==> src/rtl/seg7_capture_static.sv <==
// Captures a time-multiplexed abcdefgh/digit-strobe bus into static per-digit segment outputs,
// with staleness blanking and optional brightness PWM (SEG7_CAPTURE_BRIGHTNESS_PWM_EN).
module seg7_capture_static #(
    parameter int w_digit        = 8,
    parameter bit seg_active_low = 1'b1,
    parameter bit dp_active_low  = 1'b0,
    parameter bit reverse_bits   = 1'b1,
    parameter int timeout_cycles = 50_000_000,
    parameter int w_bright       = 4
) (
    input  logic                   clk,
    input  logic                   rst,
    input  logic [7:0]             abcdefgh,
    input  logic [w_digit-1:0]     digit,
    input  logic [w_bright-1:0]    brightness,
    output logic [7*w_digit-1:0]   hex_seg,
    output logic [w_digit-1:0]     dp,
    output logic [w_digit-1:0]     stale
);

    localparam int CW = (timeout_cycles > 0) ? $clog2(timeout_cycles + 1) : 1;

    logic                        en_d;
    logic [w_digit-1:0][7:0]     pat_q, pat_d;
    logic [w_digit-1:0]          stale_q, stale_d;
    logic [w_digit-1:0][6:0]     seg_q, seg_d;
    logic [w_digit-1:0]          dp_q, dp_d;

`ifdef SEG7_CAPTURE_BRIGHTNESS_PWM_EN
    logic [w_bright-1:0] pwm_q, pwm_d, bri_q, bri_d;

    // brightness is only sampled at the period boundary so a duty change never splits a period
    assign pwm_d = pwm_q + w_bright'(1);
    assign bri_d = (pwm_d == '0) ? brightness : bri_q;
    assign en_d  = (&bri_d) | (pwm_d < bri_d);

    always_ff @(posedge clk or posedge rst) begin
        if (rst) begin
            pwm_q <= '0;
            bri_q <= '0;
        end else begin
            pwm_q <= pwm_d;
            bri_q <= bri_d;
        end
    end
`else
    logic unused_brightness;
    assign unused_brightness = ^brightness;
    assign en_d = 1'b1;
`endif

    if (timeout_cycles > 0) begin : g_to
        localparam logic [CW-1:0] TMAX = CW'(timeout_cycles);
        for (genvar i = 0; i < w_digit; i++) begin : g_cnt
            logic [CW-1:0] cnt_q, cnt_d, inc;

            // a strobe on the cycle the count would hit TMAX wins over going stale
            assign inc        = (cnt_q == TMAX) ? TMAX : cnt_q + CW'(1);
            assign cnt_d      = digit[i] ? '0 : inc;
            assign stale_d[i] = ~digit[i] & (stale_q[i] | (inc == TMAX));

            always_ff @(posedge clk or posedge rst) begin
                if (rst) cnt_q <= '0;
                else     cnt_q <= cnt_d;
            end
        end
    end else begin : g_nto
        assign stale_d = stale_q & ~digit;
    end

    // Outputs are decoded from next-state so the display updates on the capturing edge.
    always_comb begin
        logic show;
        logic lit;
        show  = 1'b0;
        lit   = 1'b0;
        pat_d = pat_q;
        seg_d = '0;
        dp_d  = '0;
        for (int i = 0; i < w_digit; i++) begin
            pat_d[i] = digit[i] ? abcdefgh : pat_q[i];
            show     = ~stale_d[i] & en_d;
            for (int k = 0; k < 7; k++) begin
                lit         = reverse_bits ? pat_d[i][7-k] : pat_d[i][k];
                seg_d[i][k] = (lit & show) ^ seg_active_low;
            end
            lit     = reverse_bits ? pat_d[i][0] : pat_d[i][7];
            dp_d[i] = (lit & show) ^ dp_active_low;
        end
    end

    always_ff @(posedge clk or posedge rst) begin
        if (rst) begin
            pat_q   <= '0;
            stale_q <= '1;
            seg_q   <= {w_digit{{7{seg_active_low}}}};
            dp_q    <= {w_digit{dp_active_low}};
        end else begin
            pat_q   <= pat_d;
            stale_q <= stale_d;
            seg_q   <= seg_d;
            dp_q    <= dp_d;
        end
    end

    assign hex_seg = seg_q;
    assign dp      = dp_q;
    assign stale   = stale_q;

endmodule
==> config.mk <==
export PLATFORM = sky130hd
export DESIGN_NAME = seg7_capture_static
export DESIGN_NICKNAME = d
export VERILOG_FILES = /design/src/rtl/seg7_capture_static.sv
export SDC_FILE = /design/constraint.sdc
export NUM_CORES = 1
export LEC_CHECK = 0
export CORE_MARGIN = 5
export CORE_UTILIZATION = 40
export DETAILED_ROUTE_END_ITERATION = 8
export PLACE_DENSITY = 0.61
export RECOVER_POWER = 25
export REMOVE_ABC_BUFFERS = 1
export SKIP_CTS_REPAIR_TIMING = 1
export SLEW_MARGIN = 5
export SYNTH_ARGS = -nofsm -noshare
export SYNTH_HDL_FRONTEND = slang
export SYNTH_SLANG_ARGS = --single-unit
==> constraint.sdc <==
create_clock -name clk -period 20.1 [get_ports clk]
set_input_delay 4.02 -clock clk [delete_from_list [all_inputs] [get_ports clk]]
set_output_delay 4.02 -clock clk [all_outputs]
set_load 0.02 [all_outputs]
; ---- After elaboration in Yosys (flattened, before gate mapping)
; Cells that the tools add are included.
[op_classes]
n_eq_ne = 16
muxes = 24
reduce_logical = 0
shifts = 0
n_lt_le_gt_ge = 0
n_addsub = 8
n_mul = 0
n_div = 0
n_bitwise = 152
[ops]
columns = op, count
row1 = "26-bit == test, second input constant", 16
row2 = 26-bit two-way mux, 16
row3 = "26-bit by 1-bit adder with 26-bit output, second input constant", 8
row4 = 1-bit bitwise AND, 72
row5 = 1-bit inverter, 72
row6 = 8-bit two-way mux, 8
row7 = 1-bit bitwise OR, 8
[totals]
latchBits = 0
ram_bits = 0
rom_bits = 0
output_inout_bits = 72
ff_bits = 344
mem_count = 0

; ---- Logic depth before layout (Yosys ltp)
[logic_depth]
word_depth = 8
depth_mapped = 10
mapped_depth_nobuf = 9

; ---- Worst setup path after synthesis
; No wires, ideal clock.
[synth_timing]
path_kind = input -> register
startpoint = input digit[2]
endpoint = register dp_q[2] (netlist: dp[2])
t_arrival_ns = 5.420
path_slack_ns = 14.613
cell_stages = 7
setup_time_ns = 0.067
required_ns = 20.033
path_cell_list = clkbuf_1 > inv_1 > o21a_1 > nor4bb_1 > nor4bb_1 > a32oi_1 > and2_1
[synth_via]
elab_chain_len = 4
[synth_rtl]
columns = element, line
row1 = "start, declared", 14  ; input logic [w_digit-1:0] digit,
row2 = 1-bit inverter, 60  ; assign stale_d[i] = ~digit[i] & (stale_q[i] | (inc == TMAX));
row3 = 1-bit bitwise AND, 60
row4 = 1-bit inverter, 82  ; show = ~stale_d[i] & en_d;
row5 = 1-bit bitwise AND (*), 88  ; dp_d[i] = (lit & show) ^ dp_active_low;
row6 = net dp_d[2], 27  ; logic [w_digit-1:0] dp_q, dp_d;
row7 = "end signal, assigned", 97  ; dp_q <= {w_digit{dp_active_low}};
row8 = "end signal, assigned", 102  ; dp_q <= dp_d;
row9 = "end, declared", 27
; Mark *: on every way through the listed nets, which the timed path passes. The rest lies on a longest branch.

==> key figures <==
CTS
  – Clock tree root buffer cell: sky130_fd_sc_hd__clkbuf_16
  – Worst-skew pair later-pin latency: ~0.54 ns
  – Clock transition time at the flip-flop clock pins of the worst setup and hold paths: around 0.060 ns
  – H-tree depth: 2
  – Number of buffers inserted during clock tree synthesis: 40
  – Number of buffers on the longest clock path: 3
  – CTS sink cnt: between 300 and 400
  – Clock tree from TritonCTS: yes

Synth
  – EDFF count, synth: 0
  – Register bit count reported by yosys: 344
  – Post-Synthesis Cells: about 1,800
  – Yosys top cell by area: sky130_fd_sc_hd__dfrtp_1
  – Post-synth top flop: sky130_fd_sc_hd__dfrtp_1
  – Leading cell type by number of instances after synthesis: sky130_fd_sc_hd__dfrtp_1
  – Area contributors post-synth: sky130_fd_sc_hd__dfrtp_1, sky130_fd_sc_hd__dfstp_2, sky130_fd_sc_hd__nor2_1, sky130_fd_sc_hd__xnor2_1, sky130_fd_sc_hd__mux2_2
  – Warnings from Yosys: 0
  – Syn Std Cell Area: around 17,000 sq um
  – Number of different library cells in the post-synthesis netlist: 72
  – Top cell type's share of synthesized area: about two fifths
  – Part of the Yosys area used for sequential elements: between 40% and 50%
  – Synthesized area per cell: between 9 and 10 sq um
  – Most frequent cells after synthesis: sky130_fd_sc_hd__dfrtp_1, sky130_fd_sc_hd__nor2_1, sky130_fd_sc_hd__nand2_1, sky130_fd_sc_hd__nand3_1, sky130_fd_sc_hd__xnor2_1
  – Async set-or-reset flop fraction in the synthesized netlist: 100.0%

Detailed routing
  – Number of vias per cell: about 5.3
  – Total wire length after detailed routing: between 40,000 and 50,000 microns
  – Routed length per placed instance: 16.47 microns
  – Violation count after the first detailed-routing iteration: 812
  – DRC violation count after routing: 0
  – Number of search-and-repair iterations in the first detailed-routing pass: 5
  – Count of vias placed by the detailed router: 13,040
  – Post-route antenna net violation count: 0

Timing
  – Accumulated negative setup slack: 0 ns
  – Setup violation total in the final timing report: 0
  – Final Hold Violating Endpoints: 0
  – Final worst path period need: around 9.6 ns
  – Final clock skew: around 0.012 ns
  – Unrepaired setup endpoints after global routing: false
  – Part of the cycle the worst path needs: 47.57%
  – Max-slew headroom: -320.2%
  – Max-slew violations: 275
  – Worst slew pin tran: 6.269 ns
  – F_max: between 0.1 and 0.15 GHz

Pwr
  – Leakage power summed over all cells: 7.900 nW
  – Ratio of total power to cell area: 77.87 nW/um^2
  – Post-layout total power: 1.558 mW
  – Worst ir drop on vdd: 0.04466 mV

Placed design
  – IO Port Bufs: around 90
  – Final RePlAce weighted congestion: about 0.88
  – Area of placed instances: around 19,000 sq um
  – Post-DP HPWL: 26,280 microns

Setup path
  – CP Launch Type: primary input
  – Crit path max fanout: between 100 and 150
  – Data arrival time of the critical path: ~10 ns
  – CP Capture Type: async pin
  – WP data required: 20.64 ns
  – Worst setup path category: in -> async

Global route
  – Residual overflow from global routing: 0
  – Antenna violations before repair: 0
  – Global-route usage over all layers: around 17%
  – Largest net degree at the start of global routing: approximately 150
  – First-pass GRT wire length: 67,440 microns
  – Number of global-route vias before repair: 12,760

Floorplan
  – I/O Pins: between 90 and 100
  – Die extent in y: between 200 and 250 microns
  – Core Region: between 40,000 and 50,000 sq um
  – Std cell rows: 76
  – Horizontal extent of the die: approximately 220 microns
  – Initial standard-cell utilization of the core: between 40% and 50%
  – Floorplan die area: 47,770 sq um

Layout
  – ANT cells: 0
  – Finished Cell Area: between 20,000 and 25,000 sq um
  – Final-stage net count: ~1,900
  – Utilization after layout: a little under half
  – Layout Area Growth over Synthesis: 14.99%
  – Fraction of layout instances using a drive strength above 1: approximately an eighth

Job
  – Max-capacitance violation count: 5

Status
  – Violations in the final reports: capacitance limit, slew limit
  – Outcome: complete, but fails checks

Worst hold path
  – Class of the worst hold path: reg -> reg
worst max-delay path, cell delays in order:
cell	delay, ns
sky130_fd_sc_hd__dlygate4sd3_1	0.54
sky130_fd_sc_hd__clkinvlp_2	3.48
sky130_fd_sc_hd__buf_4	1.06
sky130_fd_sc_hd__buf_4	0.79
area by class of cell:
| class | instances | area, sq um |
|---|---|---|
| Tap cell | 585 | 732.0 |
| Inverter | 57 | 215.2 |
| Multi-Input combinational cell | 1286 | 8139 |
| Sequential cell | 344 | 8688 |
| Timing Repair Buffer | 103 | 965.9 |
| Clock buffer | 55 | 1169 |
| Clock inverter | 17 | 98.84 |
| Fill cell | 4026 | 23070 |
sequential cells by signal, summed over array words and instances, names as in the netlist:
register          count
hex_seg              56
pat_q                64
g_to.g_cnt.cnt_q    208
dp                    8
stale                 8
where the power goes:
part           switching, mW  internal [mW]  leakage, nW  total [mW]
sequential            0.0139          0.731         4.40       0.745
clock                  0.288          0.407        0.627       0.695
combinational         0.0700         0.0476         2.87       0.118
total                  0.372           1.19         7.90        1.56
through the flow:
step	cells	setup WS [ns]	hold slack [ns]
after floorplan	1687	6.649	0.4660
after detailed placement	2375	12.93	0.4800
final	2447	10.54	0.4894
after global routing	2447	9.211	0.5023
after global placement	2375	12.97	0.4748
after CTS	2447	13.50	0.4929
logic make-up (layout without fill, tap and decap cells):
logic type | after synthesis | in the layout | share of synthesized area (%)
AND/OR/NAND/NOR | 857 | 857 | 25.79
flip-flops | 344 | 344 | 49.94
XOR/XNOR | 174 | 174 | 8.759
AO/OA/AOI/OAI | 161 | 161 | 6.084
buffers and inverters | 150 | 232 | 3.286
multiplexers | 78 | 78 | 4.991
adder cells (fa/ha/maj) | 16 | 16 | 1.151
cell usage in the layout, fill, tap and decap left out, types with 38 or more instances in the layout:
cell                              count
sky130_fd_sc_hd__a21oi_1             42
sky130_fd_sc_hd__clkbuf_16           41
sky130_fd_sc_hd__clkdlybuf4s50_1     80
sky130_fd_sc_hd__dfrtp_1            280
sky130_fd_sc_hd__dfstp_2             64
sky130_fd_sc_hd__inv_1               56
sky130_fd_sc_hd__mux2_2              70
sky130_fd_sc_hd__nand2_1            126
sky130_fd_sc_hd__nand3_1            119
sky130_fd_sc_hd__nand4_1             73
sky130_fd_sc_hd__nor2_1             237
sky130_fd_sc_hd__nor3_1              43
sky130_fd_sc_hd__nor4_1              47
sky130_fd_sc_hd__o21ai_0             38
sky130_fd_sc_hd__xnor2_1             95
sky130_fd_sc_hd__xor2_1              79
worst paths after layout:
check	start	end	slack, ns	cells after the start
worst max-delay path	rst	g_to.g_cnt[4].cnt_q[12]	10.54	4
worst max register to register	g_to.g_cnt[5].cnt_q[0]	dp[5]	16.45	8
min in group asynchronous	rst	pat_q[36]	5.91	2
worst min register to register	pat_q[56]	pat_q[56]	0.49	1
max in group clk	digit[7]	dp[7]	13.24	7
worst min-delay path	pat_q[56]	pat_q[56]	0.49	1
metal layers:
| metal | GRT usage [%] | vias up | part of all wire (%) |
|---|---|---|---|
| met3 | 3.034 | 43 | 4.3 |
| met4 | 4.312 | 0 | 1.6 |
| met1 | 24.02 | 6410 | 48 |
| li1 | - | 6348 | - |
| met2 | 27.23 | 238 | 46 |
| met5 | 0 | - | 0 |
(Power assumes the default switching activity.)
